$ cat src/rtl/piso_shift_tx_pkg.sv
// piso_shift_tx_pkg
// Shared definitions for the shift-register family (PISO transmitter and the
// planned SIPO receiver): FSM state encoding, bit-order constants and the
// frame-length helper.
//
// Optional feature macro: PISO_PARITY_EN
//   defined   -> every frame carries one trailing even-parity bit
//   undefined -> frames carry data bits only
package piso_shift_tx_pkg;

  // Two-state framing FSM; encoding is shared with the receiver side.
  typedef enum logic {
    ST_IDLE  = 1'b0,
    ST_SHIFT = 1'b1
  } state_e;

  // Bit-order selectors for the MSB_FIRST parameter of the family.
  localparam int ORDER_LSB_FIRST = 0;
  localparam int ORDER_MSB_FIRST = 1;

  // Number of serial bits in one frame for a given data width.
  function automatic int frame_len(input int width);
`ifdef PISO_PARITY_EN
    return width + 1;
`else
    return width;
`endif
  endfunction

endpackage

$ cat src/rtl/piso_bit_counter.sv
// piso_bit_counter
// Frame position counter for the PISO transmitter. cnt holds the 1-based index
// of the bit currently on the serial line (0 when idle). terminal flags the
// final bit of the frame and is what releases the transmitter for the next word.
//
// Ports:
//   clk      in   rising-edge clock
//   reset    in   synchronous active-high reset
//   start    in   a word is being accepted this cycle (next bit is bit 1)
//   active   in   transmitter is currently shifting a frame
//   cnt      out  current bit index, CNT_W bits
//   terminal out  current bit is the last bit of the frame
import piso_shift_tx_pkg::*;

module piso_bit_counter #(
  parameter int N     = 4,
  parameter int CNT_W = $clog2(N + 1)
) (
  input  logic             clk,
  input  logic             reset,
  input  logic             start,
  input  logic             active,
  output logic [CNT_W-1:0] cnt,
  output logic             terminal
);

  logic [CNT_W-1:0] cnt_q;
  logic [CNT_W-1:0] cnt_d;

  assign terminal = active && (cnt_q == CNT_W'(N));
  assign cnt      = cnt_q;

  // A new word restarts at 1 even on the terminal cycle, which is what lets
  // back-to-back frames run with no gap.
  always_comb begin
    cnt_d = cnt_q;
    if (start) begin
      cnt_d = CNT_W'(1);
    end else if (terminal) begin
      cnt_d = '0;
    end else if (active) begin
      cnt_d = cnt_q + CNT_W'(1);
    end
  end

  always_ff @(posedge clk) begin
    if (reset) begin
      cnt_q <= '0;
    end else begin
      cnt_q <= cnt_d;
    end
  end

endmodule

$ cat src/rtl/piso_shift_tx.sv
// piso_shift_tx
// Parallel-in serial-out transmitter. Accepts a WIDTH-bit word over a
// valid/ready handshake and sends it one bit per clock, starting one cycle
// after the accept edge, with frame_start/frame_last markers for a SIPO
// receiver. A word offered on the final bit of a frame follows with no gap.
//
// Optional feature macro: PISO_PARITY_EN (appends one even-parity bit).
//
// Ports:
//   clk          in   rising-edge clock
//   reset        in   synchronous active-high reset
//   load_valid   in   load_data holds a word to send
//   load_data    in   WIDTH-bit parallel word
//   load_ready   out  word can be accepted this cycle (combinational)
//   ser_out      out  serial data bit (registered, 0 when not valid)
//   ser_valid    out  ser_out carries a frame bit
//   frame_start  out  first bit of a frame
//   frame_last   out  final bit of a frame
//   busy         out  frame in flight (same as ser_valid)
import piso_shift_tx_pkg::*;

module piso_shift_tx #(
  parameter int WIDTH     = 4,
  parameter int MSB_FIRST = 0
) (
  input  logic             clk,
  input  logic             reset,
  input  logic             load_valid,
  input  logic [WIDTH-1:0] load_data,
  output logic             load_ready,
  output logic             ser_out,
  output logic             ser_valid,
  output logic             frame_start,
  output logic             frame_last,
  output logic             busy
);

  localparam int FRAME_LEN = frame_len(WIDTH);
  localparam int CNT_W     = $clog2(FRAME_LEN + 1);

  state_e           state_q;
  state_e           state_d;
  logic [WIDTH-1:0] shift_reg_q;
  logic [WIDTH-1:0] shift_reg_d;
  logic             ser_out_q;
  logic             ser_out_d;
  logic [CNT_W-1:0] bit_cnt;
  logic             last_bit;
  logic             accept;
  logic             first_bit;
  logic [WIDTH-1:0] load_rest;
  logic             next_bit;
  logic [WIDTH-1:0] shift_rest;

`ifdef PISO_PARITY_EN
  logic parity_q;
  logic parity_d;
`endif

  piso_bit_counter #(
    .N     (FRAME_LEN),
    .CNT_W (CNT_W)
  ) u_bit_counter (
    .clk      (clk),
    .reset    (reset),
    .start    (accept),
    .active   (state_q == ST_SHIFT),
    .cnt      (bit_cnt),
    .terminal (last_bit)
  );

  // Ready is gated by reset so nothing looks acceptable on a reset cycle.
  assign load_ready  = !reset && ((state_q == ST_IDLE) || last_bit);
  assign accept      = load_valid && load_ready;

  assign ser_out     = ser_out_q;
  assign ser_valid   = (state_q == ST_SHIFT);
  assign busy        = ser_valid;
  assign frame_start = (state_q == ST_SHIFT) && (bit_cnt == CNT_W'(1));
  assign frame_last  = last_bit;

  // The outgoing bit always comes from the "front" end of the register for the
  // chosen bit order; the register then shifts away from that end.
  always_comb begin
    if (MSB_FIRST == ORDER_MSB_FIRST) begin
      first_bit  = load_data[WIDTH-1];
      load_rest  = load_data << 1;
      next_bit   = shift_reg_q[WIDTH-1];
      shift_rest = shift_reg_q << 1;
    end else begin
      first_bit  = load_data[0];
      load_rest  = load_data >> 1;
      next_bit   = shift_reg_q[0];
      shift_rest = shift_reg_q >> 1;
    end
  end

  // Next-state and datapath. Accept is only possible in IDLE or on the final
  // bit, so it takes priority over the normal SHIFT progression.
  always_comb begin
    state_d     = state_q;
    shift_reg_d = shift_reg_q;
    ser_out_d   = 1'b0;
`ifdef PISO_PARITY_EN
    parity_d    = parity_q;
`endif
    if (accept) begin
      state_d     = ST_SHIFT;
      ser_out_d   = first_bit;
      shift_reg_d = load_rest;
`ifdef PISO_PARITY_EN
      parity_d    = ^load_data;
`endif
    end else begin
      case (state_q)
        ST_IDLE: begin
          state_d = ST_IDLE;
        end
        ST_SHIFT: begin
          if (last_bit) begin
            state_d     = ST_IDLE;
            shift_reg_d = '0;
          end else begin
            shift_reg_d = shift_rest;
`ifdef PISO_PARITY_EN
            // After the last data bit the parity captured at accept goes out.
            ser_out_d   = (bit_cnt == CNT_W'(WIDTH)) ? parity_q : next_bit;
`else
            ser_out_d   = next_bit;
`endif
          end
        end
        default: begin
          state_d = ST_IDLE;
        end
      endcase
    end
  end

  always_ff @(posedge clk) begin
    if (reset) begin
      state_q     <= ST_IDLE;
      shift_reg_q <= '0;
      ser_out_q   <= 1'b0;
    end else begin
      state_q     <= state_d;
      shift_reg_q <= shift_reg_d;
      ser_out_q   <= ser_out_d;
    end
  end

`ifdef PISO_PARITY_EN
  always_ff @(posedge clk) begin
    if (reset) begin
      parity_q <= 1'b0;
    end else begin
      parity_q <= parity_d;
    end
  end
`endif

endmodule

$ cat config.mk
export PLATFORM = sky130hd
export DESIGN_NAME = piso_shift_tx
export DESIGN_NICKNAME = d
export VERILOG_FILES = /design/src/rtl/piso_shift_tx_pkg.sv /design/src/rtl/piso_bit_counter.sv /design/src/rtl/piso_shift_tx.sv
export SDC_FILE = /design/constraint.sdc
export NUM_CORES = 1
export LEC_CHECK = 0
export BUFFER_PORTS_ARGS = -buffer_cell sky130_fd_sc_hd__buf_2
export CORE_AREA = 5 5 42 44
export DETAILED_ROUTE_END_ITERATION = 12
export DIE_AREA = 0 0 47 49
export PLACE_DENSITY_LB_ADDON = 0.1
export SYNTH_ARGS = -nofsm -noshare
export SYNTH_HDL_FRONTEND = slang
export SYNTH_SLANG_ARGS = --single-unit
$ cat constraint.sdc
create_clock -name clk -period 1.4 [get_ports clk]
set_input_delay 0.28 -clock clk [delete_from_list [all_inputs] [get_ports clk]]
set_output_delay 0.28 -clock clk [all_outputs]
set_load 0.02 [all_outputs]
==> metrics.md <==
| Metric | Value |
|---|---|
| Deepest clock path buffer count | `2` |
| Peak fanout along the critical path | `3` |
| WL per Instance | `11.3 µm` |
| Failing checks | `negative setup slack` |
| ANT nets after route | `0` |
| Total Routing Usage GR | `0.0932` |
| Mapped Area | `423 µm²` |
| Residual DRC count | `0` |
| N_diodes | `0` |
| Distinct cells, synth | `21` |
| Worst EP required | `1.12 ns` |
| Vias/cell | `4.95` |
| Most frequent cells in the layout | `buf_2 (10), nor2_1 (8), buf_4 (8)` |
| Most common cell after layout, fill and taps aside | `buf_2` |
| Max incr delay on CP | `0.34 ns` |
| # nets final | `79` |
| Top cells by area, synth | `dfxtp_1 (38%), ha_1 (8.9%), nor2_1 (7.1%)` |
| Share of cells above drive strength 1 | `0.522` |
| Place WS | `0.0365 ns` |
| First-pass detailed-route iteration total | `3` |
| Die Span Y | `49 µm` |
| Die footprint | `2300 µm²` |
| Layout Cells excl Fill | `83` |
| Multi-input logic area | `244 µm²` |
| Slew @ Worst Pin | `0.209 ns` |
| Initial Util | `0.302` |
| Final Hold Fails | `0` |
| Final period util | `1.01` |
| Final setup vio count | `1` |
| Post-synth net total | `58` |
| Grt total ovfl | `0` |
| Core ar. | `1400 µm²` |
| Worst setup path class | `reg -> out` |
| Status | `finished with violations` |
| Synthesis-to-layout area growth | `39.9%` |
| YS warnings | `0` |
| RSZ-0062 raised after global routing | `true` |
| Tmin final | `1.42 ns` |
| Slowest cell on crit path | `dfxtp_2` |
| Vias in the first global route | `384` |
| Placed Cells incl. Taps | `76` |
| PwrDens | `960 nW/µm²` |
| CTS Sinks | `8` |
| Fmax | `0.706 GHz` |
| Port Buffers | `12` |
| Final-report max-slew violation count | `0` |
| # fillers | `158` |
| Placer Congestion | `0.727` |
| HPWL after detailed placement | `676 µm` |
| Setup crit end kind | `primary output` |
| Area leader, netlist | `dfxtp_1` |
| Row cnt | `14` |
| Worst Skew | `0.00471 ns` |
| Antenna violations before repair | `0` |
| VDD IR max | `0.463 mV` |
| Flops & latches, synth | `8` |
| Die X | `47 µm` |
| Min setup slack post-route | `-0.0155 ns` |
| Syn Inst Count | `48` |
| First-pass GRT wire length | `1500 µm` |
| Root Driver | `clkbuf_4` |
| Htree depth | `1` |
| Syn Area/Cell | `8.81 µm²` |
| CTS Buf Count | `3` |
| CP cell instances | `inv_2 -> ha_4 -> a21boi_4 -> nor2_1 -> buf_2` |
| Top Ports | `13` |
| Largest net degree at the start of global routing | `11` |
| Slew headroom | `0.860` |
| Power, Total | `568 µW` |
| Drt total wl | `942 µm` |
| Type of the most critical hold path | `in -> reg` |
| Clk_lat worst skew | `0.25 ns` |
| Post-synth top area share | `0.379` |
| Worst setup SP type | `flip-flop` |
| CTS tree | `done` |
| Leakage | `0.000263 µW` |
| Clk pin slew, worst setup/hold paths | `0.06 ns` |
| Setup TNS | `-0.0155 ns` |
| DR iter-0 viols | `2` |
| Arrival @ worst endpoint | `1.14 ns` |
| Register area | `165 µm²` |
| Post-synthesis sequential area ratio | `0.379` |
| Max-Cap Viols | `0` |
| Total number of vias | `411` |
[flip-flops by register name (all words and copies together) (netlist names)]
register / cells
ser_out: 1
busy: 1
shift_reg_q: 3
u_bit_counter.cnt: 3
[logic make-up after synthesis]
family                   count (synthesis)  share of synthesized area
AND/OR/NAND/NOR                         18                      0.207
adder cells (fa/ha/maj)                  3                     0.0888
flip-flops                               8                      0.379
buffers and inverters                    6                     0.0828
AO/OA/AOI/OAI                           13                      0.243
[per-layer routing]
| layer | share of wire | vias up | GRT usage | routed length (µm) |
|---|---|---|---|---|
| met4 | 0.014 | 0 | 0.0553 | 13 |
| li1 | - | 206 | - | - |
| met2 | 0.44 | 14 | 0.127 | 411 |
| met3 | 0.090 | 2 | 0.0443 | 85 |
| met1 | 0.46 | 189 | 0.115 | 431 |
| met5 | 0 | - | 0 | 0 |
[synthesized netlist by cell type, drive strengths merged]
cell type and number:
dfxtp 8, nor2 8, a21oi 5, buf 4, nand3 4, a22oi 3
ha 3, inv 2, nand2 2, nor3 2, a21bo 1, a21boi 1
a311oi 1, a31oi 1, and3 1, nor3b 1, o21ai 1
[repair_timing]
action / in CTS / in global routing
endpoints found under the setup margin: 3 / 3
gates resized for setup: 12 / 1
buffers inserted: 4 / 0
hold buffers: 0 / 0
pin swaps: 3 / 1
cloned: 0 / 0
[power by group]
part | switching (µW) | internal [µW]
Combinational | 67.9 | 69.5
Sequential | 9.68 | 242
Clock | 80.6 | 98.3
Total | 158 | 410
[critical path: cells and delay by family (launching register included)]
kind / cells / cell delay, ns
DFF: 1 / 0.34
and+or+nand+nor: 1 / 0.04
buffers and inverters: 2 / 0.21
adders and majority gates: 1 / 0.17
AOI/OAI and AO/OA: 1 / 0.13
[per-stage QoR]
stage	util	hold slack (ns)	area [µm²]
4_1_cts	0.421	0.281	591
5_1_grt	0.422	0.286	592
3_3_place_gp	0.361	0.452	505
2_1_floorplan	-	0.432	423
3_5_place_dp	0.361	0.460	505
6_report	0.422	0.274	592
[final cells by class]
cell class	instances	area share
multi-input cells	34	0.412
clock buffers	3	0.0381
repair buffers	20	0.224
flip-flops and latches	8	0.279
inverters	2	0.0127
well taps	16	0.0338
[worst paths after layout]
| kind | start | to | slack [ns] | cells past startpoint |
|---|---|---|---|---|
| hold reg to reg | shift_reg_q[0] | ser_out | 0.47 | 2 |
| setup / recovery | u_bit_counter.cnt[0] | load_ready | -0.02 | 5 |
| hold / removal | load_data[3] | shift_reg_q[2] | 0.27 | 3 |
| setup reg to reg | u_bit_counter.cnt[1] | shift_reg_q[0] | 0.14 | 7 |
Power figures use the tool's default switching activity.
